## src/rtl/writeback_unit_pkg.sv

```systemverilog
`default_nettype none
// ============================================================================
// Module      : writeback_unit_pkg
// Description : Shared constants and types for the register-file writeback
//               controller (address width, default data width, x0, and the
//               per-cycle writeback source select).
// Revision    : 1.0 - initial release
// ============================================================================
package writeback_unit_pkg;

  localparam int REG_ADDR_W   = 5;
  localparam int DEFAULT_XLEN = 32;
  localparam logic [REG_ADDR_W-1:0] X0 = '0;

  // Which producer owns the register-file write port this cycle.
  typedef enum logic [1:0] {
    WB_NONE = 2'd0,
    WB_ALU  = 2'd1,
    WB_SKID = 2'd2,
    WB_LOAD = 2'd3
  } wb_src_e;

endpackage : writeback_unit_pkg
`default_nettype wire

```

## src/rtl/wb_tag_fifo.sv

```systemverilog
`default_nettype none
// ============================================================================
// Module      : wb_tag_fifo
// Description : In-order FIFO of load destination tags. DEPTH entries of
//               WIDTH bits with occupancy count; pointers wrap modulo DEPTH.
//               The caller must not push when full nor pop when empty.
// Revision    : 1.0 - initial release
// ============================================================================
module wb_tag_fifo #(
  parameter  int DEPTH = 4,
  parameter  int WIDTH = 5,
  localparam int PTR_W = $clog2(DEPTH),
  localparam int CNT_W = PTR_W + 1
) (
  input  logic             clk,
  input  logic             reset,
  input  logic             push_i,
  input  logic [WIDTH-1:0] data_i,
  input  logic             pop_i,
  output logic [WIDTH-1:0] data_o,
  output logic             empty_o,
  output logic [CNT_W-1:0] count_o
);

  logic [WIDTH-1:0] mem_q [DEPTH];
  logic [PTR_W-1:0] wr_ptr_q;
  logic [PTR_W-1:0] rd_ptr_q;
  logic [CNT_W-1:0] count_q;
  logic [CNT_W-1:0] count_d;

  // Occupancy next-state: simultaneous push and pop leaves the count unchanged.
  always_comb begin
    count_d = count_q;
    case ({push_i, pop_i})
      2'b10:   count_d = count_q + CNT_W'(1);
      2'b01:   count_d = count_q - CNT_W'(1);
      default: count_d = count_q;
    endcase
  end

  // Storage and wrapping pointers.
  always_ff @(posedge clk or negedge reset) begin
    if (!reset) begin
      for (int i = 0; i < DEPTH; i++) mem_q[i] <= '0;
      wr_ptr_q <= '0;
      rd_ptr_q <= '0;
      count_q  <= '0;
    end else begin
      if (push_i) begin
        mem_q[wr_ptr_q] <= data_i;
        wr_ptr_q        <= wr_ptr_q + PTR_W'(1);
      end
      if (pop_i) begin
        rd_ptr_q <= rd_ptr_q + PTR_W'(1);
      end
      count_q <= count_d;
    end
  end

  assign data_o  = mem_q[rd_ptr_q];
  assign empty_o = (count_q == '0);
  assign count_o = count_q;

endmodule : wb_tag_fifo
`default_nettype wire

```

## src/rtl/writeback_unit.sv

```systemverilog
`default_nettype none
// ============================================================================
// Module      : writeback_unit
// Description : Register-file write-side controller. Merges ALU results and
//               in-order load responses into one write per cycle (priority
//               ALU > skid > live load response), tracks pending loads in a
//               per-register scoreboard and stalls decode on RAW/WAW hazards.
//               Optional macro WB_PROTO_CHK_EN enables the sticky protocol
//               error flag and drops pushes to already-pending registers.
// Revision    : 1.0 - initial release
// ============================================================================
module writeback_unit
  import writeback_unit_pkg::*;
#(
  parameter  int LD_DEPTH = 4,
  parameter  int XLEN     = DEFAULT_XLEN,
  localparam int CNT_W    = $clog2(LD_DEPTH) + 1
) (
  input  logic                  clk,
  input  logic                  reset,
  input  logic                  alu_valid,
  input  logic [REG_ADDR_W-1:0] alu_rd,
  input  logic [XLEN-1:0]       alu_data,
  input  logic                  ld_issue,
  input  logic [REG_ADDR_W-1:0] ld_rd,
  output logic                  ld_ready,
  input  logic                  ld_resp_valid,
  input  logic [XLEN-1:0]       ld_resp_data,
  output logic                  ld_resp_ready,
  input  logic [REG_ADDR_W-1:0] rs1_addr,
  input  logic [REG_ADDR_W-1:0] rs2_addr,
  input  logic [REG_ADDR_W-1:0] rd_addr,
  output logic                  stall,
  output logic                  regWrite,
  output logic [REG_ADDR_W-1:0] writeAddr,
  output logic [XLEN-1:0]       regWriteData,
  output logic                  err
);

  localparam int NUM_REGS = 1 << REG_ADDR_W;

  // Registered state
  logic                  regWrite_q;
  logic [REG_ADDR_W-1:0] writeAddr_q;
  logic [XLEN-1:0]       regWriteData_q;
  logic                  skid_valid_q;
  logic [XLEN-1:0]       skid_data_q;
  logic [REG_ADDR_W-1:0] skid_rd_q;
  logic [NUM_REGS-1:0]   sb_q;
  logic [NUM_REGS-1:0]   sb_d;

  // Combinational
  wb_src_e               w_sel;
  logic                  w_fifo_empty;
  logic [REG_ADDR_W-1:0] w_head_rd;
  logic [CNT_W-1:0]      w_count;
  logic                  w_push;
  logic                  w_pop;
  logic                  w_skid_capture;
  logic [REG_ADDR_W-1:0] w_wr_rd;
  logic [XLEN-1:0]       w_wr_data;

  wb_tag_fifo #(
    .DEPTH (LD_DEPTH),
    .WIDTH (REG_ADDR_W)
  ) u_tag_fifo (
    .clk     (clk),
    .reset   (reset),
    .push_i  (w_push),
    .data_i  (ld_rd),
    .pop_i   (w_pop),
    .data_o  (w_head_rd),
    .empty_o (w_fifo_empty),
    .count_o (w_count)
  );

  assign ld_ready      = (w_count != CNT_W'(LD_DEPTH));
  assign ld_resp_ready = ~skid_valid_q;

  // A push needs FIFO room; with checking enabled, a push to a register that
  // already has a load in flight is also refused (the scoreboard bit would
  // otherwise be cleared by the older load's retirement).
`ifdef WB_PROTO_CHK_EN
  assign w_push = ld_issue & ld_ready & ~((ld_rd != X0) & sb_q[ld_rd]);
`else
  assign w_push = ld_issue & ld_ready;
`endif

  // Source select and write-port mux; a retiring load pops the tag FIFO.
  always_comb begin
    w_sel          = WB_NONE;
    w_wr_rd        = X0;
    w_wr_data      = '0;
    w_skid_capture = 1'b0;
    if (alu_valid) begin
      w_sel     = WB_ALU;
      w_wr_rd   = alu_rd;
      w_wr_data = alu_data;
      // Response collides with the ALU: park it so memory is not stalled.
      w_skid_capture = ld_resp_valid & ~skid_valid_q & ~w_fifo_empty;
    end else if (skid_valid_q) begin
      w_sel     = WB_SKID;
      w_wr_rd   = skid_rd_q;
      w_wr_data = skid_data_q;
    end else if (ld_resp_valid && !w_fifo_empty) begin
      w_sel     = WB_LOAD;
      w_wr_rd   = w_head_rd;
      w_wr_data = ld_resp_data;
    end
    w_pop = (w_sel == WB_SKID) || (w_sel == WB_LOAD);
  end

  // Scoreboard next state: clear on retire, then set on issue so set wins.
  always_comb begin
    sb_d = sb_q;
    if (w_pop && (w_head_rd != X0)) sb_d[w_head_rd] = 1'b0;
    if (w_push && (ld_rd != X0))    sb_d[ld_rd]     = 1'b1;
  end

  // Decode hazard check against registered scoreboard only.
  always_comb begin
    stall = ((rs1_addr != X0) && sb_q[rs1_addr]) ||
            ((rs2_addr != X0) && sb_q[rs2_addr]) ||
            ((rd_addr  != X0) && sb_q[rd_addr]);
  end

  // Registered write port, skid register and scoreboard.
  always_ff @(posedge clk or negedge reset) begin
    if (!reset) begin
      regWrite_q     <= 1'b0;
      writeAddr_q    <= X0;
      regWriteData_q <= '0;
      skid_valid_q   <= 1'b0;
      skid_data_q    <= '0;
      skid_rd_q      <= X0;
      sb_q           <= '0;
    end else begin
      regWrite_q <= (w_sel != WB_NONE) && (w_wr_rd != X0);
      if (w_sel != WB_NONE) begin
        writeAddr_q    <= w_wr_rd;
        regWriteData_q <= w_wr_data;
      end
      if (w_skid_capture) begin
        skid_valid_q <= 1'b1;
        skid_data_q  <= ld_resp_data;
        skid_rd_q    <= w_head_rd;
      end else if (w_sel == WB_SKID) begin
        skid_valid_q <= 1'b0;
      end
      sb_q <= sb_d;
    end
  end

  assign regWrite     = regWrite_q;
  assign writeAddr    = writeAddr_q;
  assign regWriteData = regWriteData_q;

`ifdef WB_PROTO_CHK_EN
  logic err_q;
  logic w_err_evt;

  assign w_err_evt = (ld_issue & ~ld_ready) |
                     (ld_resp_valid & w_fifo_empty) |
                     (alu_valid & (alu_rd != X0) & sb_q[alu_rd]) |
                     (ld_issue & (ld_rd != X0) & sb_q[ld_rd]);

  // Sticky protocol error; only reset clears it.
  always_ff @(posedge clk or negedge reset) begin
    if (!reset) err_q <= 1'b0;
    else        err_q <= err_q | w_err_evt;
  end

  assign err = err_q;
`else
  assign err = 1'b0;
`endif

endmodule : writeback_unit
`default_nettype wire
```

## config.mk

```make
export PLATFORM = sky130hd
export DESIGN_NAME = writeback_unit
export DESIGN_NICKNAME = d
export VERILOG_FILES = /design/src/rtl/writeback_unit_pkg.sv /design/src/rtl/wb_tag_fifo.sv /design/src/rtl/writeback_unit.sv
export SDC_FILE = /design/constraint.sdc
export NUM_CORES = 1
export LEC_CHECK = 0
export ABC_CLOCK_PERIOD_IN_PS = 7550
export BUFFER_PORTS_ARGS = -buffer_cell sky130_fd_sc_hd__buf_2
export CAP_MARGIN = 10
export CORE_MARGIN = 2
export CORE_UTILIZATION = 41
export DETAILED_ROUTE_END_ITERATION = 8
export GPL_TIMING_DRIVEN = 0
export PLACE_DENSITY = 0.68
export RECOVER_POWER = 50
export SLEW_MARGIN = 20
export SYNTH_ARGS = -nofsm -noshare
export SYNTH_HDL_FRONTEND = slang
export SYNTH_HIERARCHICAL = 1
export SYNTH_SLANG_ARGS = --single-unit
```

## constraint.sdc

```tcl
create_clock -name clk -period 7.55 [get_ports clk]
set_clock_uncertainty 0.1 [all_clocks]
set_input_delay 0 -clock clk [delete_from_list [all_inputs] [get_ports clk]]
set_output_delay 0 -clock clk [all_outputs]
set_load 0.01 [all_outputs]
```

==> metrics, run 1 <==
status finished with violations; failing checks max-capacitance violations, max-slew violations; RR Startpoint u_tag_fifo/rd_ptr_q[0]; crit path cell chain buf_6 > mux4_2 > clkbuf_1 > a31oi_1 > o21ai_0 > nor4_1 > dlygate4sd3_1 > o211ai_1; I/O pins around 140; R2R Path End regWrite; Post-Syn Instances 678; Worst Tran Pin Value 2410 ps; Non-Filler Instances between 1000 and 1500; Die X between 100 and 150 um; DP Cell Count 1025; Worst-Skew Late Latency just over 400 ps; Initial Util a little over two fifths; Hold Fails Final Rpt 0; Post-synth EDFFs 0; Critical Path Slowest Stage Cell dlygate4sd3_1; core area 0.0166 sq mm; Yosys Warn Count 6; combinational power share 37.2%; worst hold endpoint writeAddr[3]; Buffers on Ports around 130; GRT overflow 0; final core utilization between 50% and 60%; CTS Root Cell clkbuf_16; Max Slew Vio Count 47; initial DRC count roughly 380; ratio of cells with drive above 1 in the final layout between 20% and 30%; syn nets ~800; Via density around 5.5; commonest non-fill, non-tap cells in the layout dfrtp_1 (135), buf_2 (120), nand2_1 (113); initial antenna violation count 0; Vias 6422; synthesis-to-layout area growth 35.7%; Post-route DRC 0; CTS buffer count 17; Internal Power 2.07 mW; Setup violations, final 0; #FFs+latches synth between 100 and 150; Cell variety after synth 54; setup TNS 0 ps; Final Routed Wirelength between 20000 and 25000 um; CP Data Arrival Time about 3000 ps; Final ANT Viol Nets 0; Max-slew headroom -60.9%; R2R setup slack about 4700 ps; Worst path max stage delay 580 ps; Seq/Total Area, Yosys approximately half; CTS Hold Buffers Added ~110; WL per Instance between 15 and 20 um; IR drop worst, VDD between 0.15 and 0.2 mV; Seq pwr share 39.0%; final weighted congestion in routability-driven placement roughly 0.84; CTS clk-pin slew, worst paths around 60 ps; leakage power between 4 and 5 nW; crit start category flip-flop; synthesized cell area roughly 0.0070 sq mm; Worst Setup Path Type reg -> reg; TritonCTS clock tree built; Worst Path Required a little under 8000 ps; Rows 47; die height between 100 and 150 um; first-pass GRT wire length ~33000 um; R2R cell count 8; Longest Clk Path Bufs 2; Fmax ~0.35 GHz; Switch Pwr around 1.1 mW; Critical Path End Type flip-flop; diode count 0; total iterations of the first detailed-routing run 5; Hold Startpoint alu_valid; most common cell after layout, fill and taps aside dfrtp_1; H-tree depth 4; die area about 0.018 sq mm; Clk pwr share 23.8%; gr usage total 23.4%; post-CTS resize count 0; ys flop type dfrtp_1; worst hold-check path type in -> reg; largest net degree at the start of global routing 90; clock sinks about 140; post-DP HPWL between 10000 and 15000 um; number of max-cap violations 1; Nets just over 1000; average cell area after synthesis 10.3 sq um; final period utilization between 30% and 40%; ys async rst share 100%; sw frac roughly a third; Final Power 3.15 mW; unrepaired setup endpoints after global routing no; fin crit period roughly 2800 ps; pwr dens roughly 330 mW/mm^2; post-CTS setup buffers 0; hold depth 3; vias in the first global route roughly 6600; CP Max Fanout 10
==> registers in the layout, indices dropped and copies added (netlist names) <==
name	flops
regWrite	1
skid_data_q	32
regWriteData	32
u_tag_fifo/count_o	3
skid_rd_q	5
u_tag_fifo/wr_ptr_q	2
sb_q	32
u_tag_fifo/mem_q	20
skid_valid_q	1
writeAddr	5
u_tag_fifo/rd_ptr_q	2
==> stage by stage <==
stage / hold slack [ps] / instance area [sq um] / worst slack (ps)
final: 162 / 9520 / 4720
after global routing: 182 / 9520 / 4300
after CTS: 52.2 / 9580 / 4710
after detailed placement: -172 / 7960 / 4800
after global placement: 108 / 7920 / 4430
after floorplan: -396 / 7020 / 4990
==> worst max-delay path by stage <==
stage / startpoint / endpoint / slack, ps / cells past startpoint
after floorplan: u_tag_fifo/count_o[0] / u_tag_fifo/count_o[2] / 4990 / 11
after global placement: reset / regWriteData[18] / 4430 / 1
after detailed placement: u_tag_fifo/count_o[1] / u_tag_fifo/count_o[2] / 4800 / 11
after CTS: u_tag_fifo/rd_ptr_q[0] / regWrite / 4710 / 8
after global routing: reset / sb_q[18] / 4300 / 3
final: u_tag_fifo/rd_ptr_q[0] / regWrite / 4720 / 8
==> power groups by stage <==
stage	clock [mW]	combinational (mW)	sequential [mW]
finish	0.748	1.17	1.23
global route	0.792	1.29	1.26
CTS	0.757	1.16	1.21
detailed placement	0	1.08	1.22
global placement	0	1.06	1.21
floorplan	0	0.780	1.17
==> synth_stat cells (all sizes together), types with 4 or more instances <==
cell type | number | area [sq um]
and2 | 6 | 37.5
xor2 | 4 | 35.0
buf | 22 | 123
mux2 | 63 | 709
mux2i | 6 | 60.1
or3b | 4 | 35.0
nand2 | 113 | 424
clkbuf | 29 | 109
a21oi | 66 | 330
o21ai | 97 | 489
nand3b | 10 | 75.1
dfrtp | 135 | 3380
a31oi | 6 | 37.5
nor2b | 8 | 50.1
a2111oi | 6 | 52.6
mux4 | 22 | 510
nor2 | 4 | 15.0
a21o | 5 | 37.5
nand3 | 6 | 30.0
nand2b | 9 | 56.3
inv | 12 | 45.0
ha | 5 | 62.6
==> critical path, delay by kind of cell (launching register included) <==
| family | cells | cell delay [ps] |
|---|---|---|
| buffers and inverters | 3 | 1000 |
| AOI/OAI and AO/OA | 3 | 480 |
| muxes | 1 | 490 |
| and+or+nand+nor | 1 | 280 |
| DFF | 1 | 340 |
==> cell families (layout without fill, tap and decap cells) <==
logic type / count (synthesis) / after routing / share of synthesized area (%)
compound gates: 195 / 195 / 15.3
simple gates: 181 / 181 / 12.4
flops: 135 / 135 / 48.1
mux: 91 / 91 / 18.2
buf+inv: 63 / 327 / 3.94
fa+ha+maj: 6 / 6 / 1.18
xor+xnor: 6 / 6 / 0.749
other cells: 1 / 1 / 0.0534
==> per-layer routing <==
metal	up-vias	wire [um]	GRT usage [%]
li1	2947	-	-
met1	3161	8770	29.6
met2	256	10200	38.0
met3	58	1100	5.26
met4	0	621	11.3
met5	-	0	0
==> layout make-up <==
cell class              instances  area (sq um)
clock buffers                  24           472
inverters                      12          45.0
flip-flops and latches        135          3380
repair buffers                235          1710
multi-input cells             480          3360
plain buffers                  51           231
fillers                      1408          7120
clock inverters                 5          50.0
well taps                     220           275
No activity file was read; power rests on OpenSTA's default activity.
==> inputs of run 2 (changes only) <==
- ABC_CLOCK_PERIOD_IN_PS: 7550 -> 2900
- clock period: 7.55 -> 2.9 ns (I/O delays scaled with it)
==> metrics, run 2 (synthesis gave the netlist of run 1 again) <==
status finished with violations; failing checks max-capacitance violations, max-slew violations; CTS Root Cell clkbuf_16; first-pass GRT wire length 33400 um (unchanged); Via density 5.50 (-0.49%); met2 GRT Util 38.0% (unchanged); Rows 47 (unchanged); Final Power 8.18 mW (+160%); Max-slew headroom -50.7% (+10 points); fin crit period 2740 ps (-96.3 ps); IR drop worst, VDD 0.454 mV (+160%); Worst Tran Pin Value 2260 ps (-153 ps); final period utilization 94.4% (+57 points); CP Data Arrival Time 2900 ps (-100 ps); GRT overflow 0 (unchanged); post-DP HPWL 13400 um (unchanged); setup TNS 0 ps (unchanged); CP Max Fanout 10 (unchanged); Longest Clk Path Bufs 2 (unchanged); Worst-Skew Late Latency 410 ps (about the same); largest net degree at the start of global routing 90 (unchanged); post-CTS setup buffers 0 (unchanged); initial antenna violation count 0 (unchanged); Critical Path End Type flip-flop; Fill cells 1414 (+0.43%); Worst path max stage delay 580 ps (about the same); I/O pins 136 (unchanged); Max Slew Vio Count 137 (+190%); Final Routed Wirelength 20700 um (about the same); Seq pwr share 39.3% (+0.3 points); Post-route DRC 0 (unchanged); clock sinks 135 (unchanged); Switch Pwr 2.81 mW (+160%); WL per Instance 17.9 um (+0.17%); gr usage total 23.4% (unchanged); TritonCTS clock tree built; initial DRC count 389 (+3.2%); most common cell after layout, fill and taps aside dfrtp_1; Vias 6374 (-0.75%); CTS clk-pin slew, worst paths 60 ps (about the same); Nets 1029 (-0.29%); Hold Fails Final Rpt 0 (unchanged); Setup Slack @ Placement 152 ps (-4650 ps); unrepaired setup endpoints after global routing no; Global Route met1 Usage 29.6% (unchanged); leakage power 4.14 nW (about the same); commonest non-fill, non-tap cells in the layout dfrtp_1 (135), buf_2 (120), nand2_1 (113); Non-Filler Instances 1159 (-0.26%); Register Area 0.00338 sq mm (unchanged); die height 135 um (unchanged); final core utilization 57.1% (-0.15 points); Die X 135 um (unchanged); total iterations of the first detailed-routing run 7 (+2); CTS buffer count 17 (unchanged); synthesis-to-layout area growth 35.3%; busiest layer in global routing met2; diode count 0 (unchanged); crit start category flip-flop; Setup violations, final 0 (unchanged); Critical Path Slowest Stage Cell dlygate4sd3_1; crit path cell chain buf_6 > mux4_2 > clkbuf_1 > a31oi_1 > o21ai_0 > nor4_1 > dlygate4sd3_1 > o211ai_1; hold slack 94.5 ps (-67.9 ps); Buffers on Ports 126 (unchanged); Fmax 0.365 GHz (+3.5%); kind of cell adding the most delay to the critical path buffers and inverters; ratio of cells with drive above 1 in the final layout 25.5% (+0.081 points); number of max-cap violations 2 (+1); Final ANT Viol Nets 0 (unchanged); final weighted congestion in routability-driven placement 0.841 (unchanged); Clk pwr share 23.8% (about the same); Worst Setup Path Type reg -> reg; DP Area 0.00796 sq mm (unchanged); worst hold-check path type in -> reg; pwr dens 861 mW/mm^2 (+160%); GR Util met3 5.26% (unchanged); die area 0.0182 sq mm (unchanged); crit path buf inv count 3 (unchanged); Internal Power 5.37 mW (+160%); Initial Util 42.2% (unchanged); core area 0.0166 sq mm (unchanged); vias in the first global route 6641 (unchanged); Finished Cell Area 0.00950 sq mm (-0.26%); sw frac 34.3% (about the same); DP Cell Count 1025 (unchanged); combinational power share 36.9% (-0.3 points); Worst Path Required 3060 ps (-4650 ps); PnR worst setup slack 161 ps (-4550 ps); H-tree depth 4 (unchanged); multi-input logic area 0.00336 sq mm (unchanged)
==> run 2: cell types whose count changed in the layout (fill, tap and decap cells not counted) <==
cell,before,now
clkbuf_1,55,51
buf_16,1,0
clkbuf_2,0,1
dlymetal6s4s_1,0,1
==> run 2: what timing repair did <==
item | in CTS | in global routing
resized for setup | 0 | 0
endpoints found under the hold margin | 245 | 0
endpoints found under the setup margin | 0 | 2
hold buffers | 108 | 0
==> run 2: tightest hold or removal path, stage by stage <==
cell,delay [ps]
buf_2,90
and2_1,240
nand3_1,150
o21ai_1,80
==> run 2: cell type report <==
| type | instances | area share [%] |
|---|---|---|
| Sequential cell | 135 | 35.6 |
| Multi-Input combinational cell | 480 | 35.4 |
| Timing Repair Buffer | 235 | 17.8 |
| Clock buffer | 24 | 4.97 |
| Tap cell | 220 | 2.90 |
| Buffer | 48 | 2.32 |
| Clock inverter | 5 | 0.527 |
| Inverter | 12 | 0.474 |
==> run 2: power by group through the flow <==
stage	Combinational, mW	Sequential [mW]	Clock [mW]
after global routing	3.32	3.31	2.06
after CTS	3.03	3.16	1.97
after floorplan	2.03	3.05	0
after global placement	2.75	3.15	0
after detailed placement	2.82	3.18	0
final	3.02	3.21	1.95
==> run 2: path summary, 6_finish.rpt <==
path	startpoint	end	slack, ps	cells after the start
min	ld_issue	sb_q[8]	90	4
max	u_tag_fifo/rd_ptr_q[0]	regWrite	160	8
max reg2reg	u_tag_fifo/rd_ptr_q[0]	regWrite	160	8
min reg2reg	sb_q[0]	sb_q[0]	360	1
min in group asynchronous	reset	u_tag_fifo/mem_q[9]	860	3
max in group asynchronous	reset	writeAddr[2]	520	3
==> run 2: layer usage <==
layer	wire length (um)	share of wire, %	vias to the layer above
met5	0	0	-
met4	637	3.1	0
met3	1110	5.4	64
met2	10200	49	255
met1	8750	42	3117
li1	-	-	2938
